<file path="config.mk">
export PLATFORM = sky130hd
export DESIGN_NAME = fetch_pc
export DESIGN_NICKNAME = d
export VERILOG_FILES = /design/src/rtl/fetch_pc_pkg.sv /design/src/rtl/fetch_pc_branch_resolve.sv /design/src/rtl/fetch_pc.sv
export SDC_FILE = /design/constraint.sdc
export NUM_CORES = 1
export LEC_CHECK = 0
export ABC_AREA = 1
export BUFFER_PORTS_ARGS = -buffer_cell sky130_fd_sc_hd__buf_2
export CAP_MARGIN = 20
export CORE_MARGIN = 5
export CORE_UTILIZATION = 25
export CTS_BUF_LIST = sky130_fd_sc_hd__clkbuf_2
export CTS_CLUSTER_SIZE = 30
export DETAILED_ROUTE_END_ITERATION = 10
export GPL_TIMING_DRIVEN = 1
export PLACE_DENSITY_LB_ADDON = 0.12
export SETUP_SLACK_MARGIN = 0.15
export SLEW_MARGIN = 20
export SYNTH_ARGS = -nofsm -noshare
export SYNTH_HDL_FRONTEND = slang
export SYNTH_SLANG_ARGS = --single-unit
</file>
<file path="constraint.sdc">
create_clock -name Clk -period 2.87 [get_ports Clk]
set_clock_uncertainty 0.2 [all_clocks]
set_input_delay 0.7175 -clock Clk [delete_from_list [all_inputs] [get_ports Clk]]
set_output_delay 0.7175 -clock Clk [all_outputs]
set_load 0.03 [all_outputs]
</file>
<file path="src/rtl/fetch_pc_pkg.sv">
// Shared types, branch-condition codes and the condition evaluator
// for the fetch / program-counter unit.
package fetch_pc_pkg;

    typedef enum logic [1:0] {
        IDLE = 2'b00,
        RUN  = 2'b01,
        HALT = 2'b10
    } fetch_state_t;

    localparam logic [1:0] kBrAlways = 2'b00;
    localparam logic [1:0] kBrEq     = 2'b01;
    localparam logic [1:0] kBrLt     = 2'b10;
    localparam logic [1:0] kBrNe     = 2'b11;

    // True when the registered flags satisfy the branch condition code.
    function automatic logic cond_met(input logic [1:0] cond,
                                      input logic       z,
                                      input logic       n);
        logic met;
        case (cond)
            kBrAlways: met = 1'b1;
            kBrEq:     met = z;
            kBrLt:     met = n;
            kBrNe:     met = ~z;
            default:   met = 1'b0;
        endcase
        return met;
    endfunction

endpackage

</file>
<file path="src/rtl/fetch_pc_branch_resolve.sv">
// Combinational branch resolver: decides whether a branch is taken and
// produces the following PC (sequential, absolute or PC-relative).
// PW must be larger than 8 so the 8-bit operand can be extended.
module branch_resolve
    import fetch_pc_pkg::*;
#(
    parameter int PW = 10
) (
    input  logic [1:0]    cond,
    input  logic          z,
    input  logic          n,
    input  logic          conditional_jump,
    input  logic          branch_abs_or_rel,
    input  logic [7:0]    target,
    input  logic [PW-1:0] pc,
    output logic          taken,
    output logic [PW-1:0] next_pc
);

    logic [PW-1:0] target_zext_s;
    logic [PW-1:0] target_sext_s;

    assign target_zext_s = {{(PW-8){1'b0}}, target};
    assign target_sext_s = {{(PW-8){target[7]}}, target};

    // Select the next PC; all arithmetic wraps modulo 2**PW.
    always_comb begin
        taken   = conditional_jump & cond_met(cond, z, n);
        next_pc = pc + {{(PW-1){1'b0}}, 1'b1};
        if (taken) begin
            if (branch_abs_or_rel) begin
                next_pc = pc + target_sext_s;
            end else begin
                next_pc = target_zext_s;
            end
        end else begin
            next_pc = pc + {{(PW-1){1'b0}}, 1'b1};
        end
    end

endmodule

</file>
<file path="src/rtl/fetch_pc.sv">
// Program counter / fetch unit: IDLE/RUN/HALT program sequencing,
// PC register, compare flags and a saturating retired-instruction counter.
// Every output is a flop; Start acts as the synchronous clear.
module fetch_pc
    import fetch_pc_pkg::*;
#(
    parameter int PW = 10,
    parameter int CW = 16
) (
    input  logic          Clk,
    input  logic          Reset,
    input  logic          Start,
    input  logic          Ack,
    input  logic          ConditionalJump,
    input  logic          BranchAbsOrRel,
    input  logic [1:0]    BranchConditions,
    input  logic          CmpEn,
    input  logic          ZeroIn,
    input  logic          NegIn,
    input  logic [7:0]    Target,
    output logic [PW-1:0] ProgCtr,
    output logic          Running,
    output logic          Done,
    output logic [CW-1:0] InstCount
);

    fetch_state_t  state_r;
    fetch_state_t  state_nxt_s;
    logic [PW-1:0] pc_r;
    logic [PW-1:0] pc_nxt_s;
    logic          z_r;
    logic          z_nxt_s;
    logic          n_r;
    logic          n_nxt_s;
    logic [CW-1:0] cnt_r;
    logic [CW-1:0] cnt_nxt_s;
    logic          running_r;
    logic          done_r;
    logic          taken_s;
    logic [PW-1:0] branch_pc_s;

    branch_resolve #(
        .PW (PW)
    ) u_branch_resolve (
        .cond              (BranchConditions),
        .z                 (z_r),
        .n                 (n_r),
        .conditional_jump  (ConditionalJump),
        .branch_abs_or_rel (BranchAbsOrRel),
        .target            (Target),
        .pc                (pc_r),
        .taken             (taken_s),
        .next_pc           (branch_pc_s)
    );

    // Next-state, next-PC, flag and counter logic; Start overrides everything.
    always_comb begin
        state_nxt_s = state_r;
        pc_nxt_s    = pc_r;
        z_nxt_s     = z_r;
        n_nxt_s     = n_r;
        cnt_nxt_s   = cnt_r;
        if (Start) begin
            state_nxt_s = IDLE;
            pc_nxt_s    = {PW{1'b0}};
            z_nxt_s     = 1'b0;
            n_nxt_s     = 1'b0;
            cnt_nxt_s   = {CW{1'b0}};
        end else begin
            case (state_r)
                IDLE: begin
                    state_nxt_s = RUN;
                end
                RUN: begin
                    // Every RUN cycle retires one instruction, halt included.
                    if (cnt_r != {CW{1'b1}}) begin
                        cnt_nxt_s = cnt_r + {{(CW-1){1'b0}}, 1'b1};
                    end else begin
                        cnt_nxt_s = cnt_r;
                    end
                    // The branch above already used the old flags.
                    if (CmpEn) begin
                        z_nxt_s = ZeroIn;
                        n_nxt_s = NegIn;
                    end else begin
                        z_nxt_s = z_r;
                        n_nxt_s = n_r;
                    end
                    // Halt wins over a simultaneous branch.
                    if (Ack) begin
                        state_nxt_s = HALT;
                        pc_nxt_s    = pc_r;
                    end else begin
                        state_nxt_s = RUN;
                        pc_nxt_s    = branch_pc_s;
                    end
                end
                HALT: begin
                    state_nxt_s = HALT;
                end
                default: begin
                    state_nxt_s = IDLE;
                    pc_nxt_s    = {PW{1'b0}};
                    z_nxt_s     = 1'b0;
                    n_nxt_s     = 1'b0;
                    cnt_nxt_s   = {CW{1'b0}};
                end
            endcase
        end
    end

    // State, PC, flags, counter and registered status outputs.
    always_ff @(posedge Clk or negedge Reset) begin
        if (!Reset) begin
            state_r   <= IDLE;
            pc_r      <= {PW{1'b0}};
            z_r       <= 1'b0;
            n_r       <= 1'b0;
            cnt_r     <= {CW{1'b0}};
            running_r <= 1'b0;
            done_r    <= 1'b0;
        end else begin
            state_r   <= state_nxt_s;
            pc_r      <= pc_nxt_s;
            z_r       <= z_nxt_s;
            n_r       <= n_nxt_s;
            cnt_r     <= cnt_nxt_s;
            running_r <= (state_nxt_s == RUN);
            done_r    <= (state_nxt_s == HALT);
        end
    end

    assign ProgCtr   = pc_r;
    assign Running   = running_r;
    assign Done      = done_r;
    assign InstCount = cnt_r;

endmodule

</file>
Yosys cells after proc, flatten, opt, wreduce, memory -nomap -nowiden
Cells that the tools add are included.

storage, ports and cells
  flip-flop bits (word level) = 32
  word-level logic and storage cells = 48
  bits of input ports = 19

operators by class
  muxes and demuxes = 18
  reduce and logical (&&, ||, !) cells = 6
  eq/ne operators = 12
  add/subtract/negate cells = 3
  bitwise gates (word level) = 2

operators by type and width
  operator                                               number
  2-to-1 mux 10 bit                                      4
  2-to-1 mux 16 bit                                      2
  one-hot mux 16 bit (2 select lines)                    1
  one-hot mux 10 bit (2 select lines)                    1
  adder 16 x 1 -> 16 bit, second input constant          1
  inequality test 16 bit, second input constant          1
  adder 10 x 1 -> 10 bit, second input constant          1
  adder 10 bit                                           1
  inequality test 3 bit, second input constant           3
  equality test 2 bit, second input constant             4
  equality test 2 x 1 -> 1 bit, second input constant    3
  one-hot mux 2 bit (3 select lines)                     1
  AND reduction 2 bit                                    3
  logical NOT 2 bit                                      2
  2-to-1 mux 1 bit                                       4
  2-to-1 mux 2 bit                                       2
  one-hot mux 1 bit (2 select lines)                     2
  one-hot mux 1 bit (4 select lines)                     1
  inequality test 2 x 1 -> 1 bit, second input constant  1
  OR reduction 2 bit                                     1
  bitwise AND 1 bit                                      1
  inverter 1 bit                                         1

Logic depth before layout (Yosys ltp)
  word-level depth = 7
  mapped depth = 13
  depth with buffers taken out = 13

Hierarchy
Synthesis repeated with hierarchy kept, for this count alone.

second synthesis, totals
  cell total of the unflattened synthesis = 382
  area, all modules = 2558.7 µm²

by module, submodules not included
  module          times used  seq. area each (µm²)  cells an instance  area an instance (µm²)
  fetch_pc        1           800.8                 210                1675.4
  branch_resolve  1           0.0                   172                883.3

Worst setup path before layout
Ideal clock, no wire load.

  kind = reg-to-reg
  start = register pc_r[0] (netlist: ProgCtr[0])
  end = register pc_r[6] (netlist: ProgCtr[6])
  required time = 2.553 ns
  slack = 0.642 ns
  setup time = 0.117 ns
  path buffers = 0
  arrival time = 1.911 ns
  stages on the path, launching flop included = 14
  cell sequence = dfrtp_1 ha_1 inv_1 fa_1 inv_1 nand3_1 nand2_1 nand3_1 nand2_1 nand2_1 nand3_1 nand2_1 nand2_1 nand2_1

on the way
  longest elaborated chain between the ends = 6

RTL lines
  item                                   RTL line                       source
  start: declaration                     fetch_pc.sv:29                 logic [PW-1:0] pc_r;
  start signal: assignment               fetch_pc.sv:116                pc_r <= {PW{1'b0}};
  start signal: assignment               fetch_pc.sv:124                pc_r <= pc_nxt_s;
  adder 10 bit                           fetch_pc_branch_resolve.sv:32  next_pc = pc + target_sext_s;
  2-to-1 mux 10 bit                      fetch_pc_branch_resolve.sv:31  if (branch_abs_or_rel) begin
  2-to-1 mux 10 bit *                    fetch_pc_branch_resolve.sv:30  if (taken) begin
  2-to-1 mux 10 bit *                    fetch_pc.sv:90                 if (Ack) begin
  one-hot mux 10 bit (2 select lines) *  fetch_pc.sv:70                 case (state_r)
  2-to-1 mux 10 bit *                    fetch_pc.sv:63                 if (Start) begin

Every way passes the cells marked *; elsewhere a longest branch is shown, timed or not. The select of a mux whose other input is x is not followed.
A chain may end at the register's enable or synchronous reset.

Final worst setup path
  start = register pc_r[0] (netlist: ProgCtr[0])
  end = output ProgCtr[0]

RTL lines
  item              RTL line        source
  end: declaration  fetch_pc.sv:21  output logic [PW-1:0] ProgCtr,

No word-level cell between the ends.

==> results by group <==
Clocking
  • CTS tree: built
  • Post-CTS Setup Inserts: 0
  • CTS buffer count: 5
  • Hold_buf cts: 0
  • Worst-case clock buffer depth: 2
  • Worst-Skew Late Latency: 380 ps
  • CTS resizes: 0
  • Clk Tree Root Cell: clkbuf_2
  • CTS clk-pin slew, worst paths: 190 ps
  • CTS sink count: 32
  • Clock H-tree levels: 2

Yosys
  • Cells after synthesis: 375
  • Average size of a mapped cell: 6.64 um^2
  • Adder-Cell Fraction of Synth Area: 6.33%
  • Top cells by area, synth: dfrtp_1, nand2_1, inv_1
  • Synth Net Count: 406
  • Synthesized area: 2490 um^2
  • Yosys warns: 0
  • Main combinational cell family by area after synthesis: simple AND/OR/NAND/NOR gates
  • Compound-Gate Fraction of Synth Area: 9.34%
  • Post-synthesis xor/xnor area fraction: 3.52%
  • Synth async-reset ratio: 100%
  • Post-synthesis mux area share: 0%
  • Yosys top cell area share: 32.1%
  • Synth Register Bits: 32
  • Dominant synthesized flop cell: dfrtp_1
  • Post-synth EDFFs: 0
  • Cell taking the most area after synthesis: dfrtp_1
  • Post-synth cell types: 31
  • Seq/Total Area, Yosys: 32.1%
  • Synth Area in Simple Gates: 40.5%

Floorplan
  • FP Rows: 36
  • Die extent in y: 110 um
  • Core Area: 9730 um^2
  • Die width: 110 um
  • Effective utilization at floorplan: 25.6%
  • Num ports: 47
  • Die area: 12100 um^2

Route
  • Drt drc: 0
  • DR WL/cell: 13.2 um
  • Post-route ant nets: 0
  • Via count: 2541
  • Total wire length: 7.39 mm
  • Drt pass-1 iters: 5
  • Via density: 4.54
  • DRC violation total after the first TritonRoute iteration: 104

Global route
  • Initial antenna violation count: 0
  • First-pass GRT wire length: 12.4 mm
  • Total gr overflow: 0
  • GR Util All Layers: 12.9%
  • Vias in the first global route: 2463
  • Largest net degree at the start of global routing: 33

STA
  • Final Hold Viols: 0
  • Highest clock rate: 472 MHz
  • RSZ-0062 raised after global routing: no
  • Final max-slew violation count: 0
  • Fin crit period: 2120 ps
  • Finish-stage setup viols: 0
  • Post-route clock period utilization: 73.8%
  • Setup tns final: 0 ps
  • Final Hold Slack: 188 ps
  • Max_slew headroom: 47.5%
  • Worst-Margin Slew: 787 ps

Cells and area
  • Post-Route Utilization: 30.2%
  • Filler cells: 1143
  • Fraction of layout instances using a drive strength above 1: 15.9%
  • Non-filler cells, final: 560
  • ANT cells: 0
  • Area grow syn2layout: 18.1%
  • NumNets Final: 457

Setup path
  • Worst EP required: 1950 ps
  • Kind of critical path: reg -> out
  • Worst-path fanout max: 9
  • R2R Setup Slk: 800 ps
  • FF-to-FF path depth: 13
  • Arrival @ worst endpoint: 1200 ps
  • Worst setup EP type: output port
  • R2r startpoint: ProgCtr[0]$_DFFE_PN0P_
  • Worst r2r dst: ProgCtr[6]$_DFFE_PN0P_
  • Startpoint Class: flip-flop

Job
  • Maxcap violations: 0

Power
  • Leak: 0.00149 uW
  • Maximum vdd drop: 0.000209 V
  • PD cells: 357 nW/um^2

Placement
  • Dpl hpwl: 5.70 mm
  • GPL Wtd Cong: 0.805
  • Port buffer count: 46
  • Dpl cells: 552

Min path
  • Hold WC Path Type: in -> async

Status
  • Status: completed
## worst max path at each step
stage | startpoint | depth (start not counted) | endpoint
after floorplan | Target[0] | 13 | ProgCtr[6]$_DFFE_PN0P_
after global placement | Target[0] | 14 | ProgCtr[6]$_DFFE_PN0P_
after detailed placement | Target[0] | 14 | ProgCtr[6]$_DFFE_PN0P_
after CTS | ProgCtr[0]$_DFFE_PN0P_ | 2 | ProgCtr[0]
after global routing | InstCount[0]$_DFFE_PN0P_ | 9 | state_r[1]$_DFF_PN0_
final | ProgCtr[0]$_DFFE_PN0P_ | 2 | ProgCtr[0]
## cell families after synthesis
| logic type | count (synthesis) |
|---|---|
| compound gates | 45 |
| fa+ha+maj | 12 |
| xor+xnor | 10 |
| simple gates | 225 |
| flops | 32 |
| buf+inv | 51 |
## registers in the layout, indices dropped and copies added, names as in the netlist
signal and count:
InstCount 16, ProgCtr 10, Running 1, z_r 1, state_r 2, Done 1
n_r 1
## cell type report
class,instances,area (um^2),area share (%)
clock buffer,5,25.0,0.851
clock inverter,3,37.5,1.28
inverter,46,173,5.87
multi-input combinational,292,1490,50.5
sequential,32,801,27.2
tap,133,166,5.66
timing repair buffer,49,253,8.59
## placed cells by master (no fill, tap or decap), types with 6 or more instances in the layout
cell type	count
a21oi_1	16
buf_2	46
dfrtp_1	32
ha_1	11
inv_1	44
nand2_1	119
nand3_1	32
nand4_1	18
nor2_1	34
nor3_1	6
o21ai_0	19
o21ai_1	7
xor2_1	8
## layer usage
metal  global-route usage [%]  part of all wire (%)  vias up
met5                        0                     0        -
met4                     3.03                  0.73        0
met3                     2.58                   4.4        6
met2                     19.1                    43       56
met1                     19.2                    51     1151
li1                         -                     -     1328
## synthesized netlist by cell type (2+ instances only)
master,number
ha_1,11
nor2_1,34
inv_2,2
a21oi_1,16
or2_2,2
nor3_1,6
inv_1,44
nand4_1,18
o21ai_1,7
dfrtp_1,32
nand3_1,32
o21ai_0,19
xnor2_1,2
nor2_2,4
xor2_1,8
nand3b_1,3
clkbuf_1,3
nand2_1,119
## power breakdown
group | internal [uW] | total, uW | switching (uW) | leakage, uW
registers | 468 | 486 | 18.3 | 0.000439
clock network | 142 | 316 | 174 | 0.0000380
logic | 75.6 | 246 | 171 | 0.00101
## worst max-delay path, cell delays in order, from the launching register on
cell and delay, ps:
dfrtp_1 430, buf_4 190, buf_2 220
## through the flow
step,cell area [um^2],worst slack [ps],total power [uW]
finish,2940,751,1050
global placement,2880,435,745
detailed placement,2880,413,744
global route,2940,561,1120
CTS,2940,714,1060
floorplan,2490,642,656
Power figures use the tool's default switching activity.
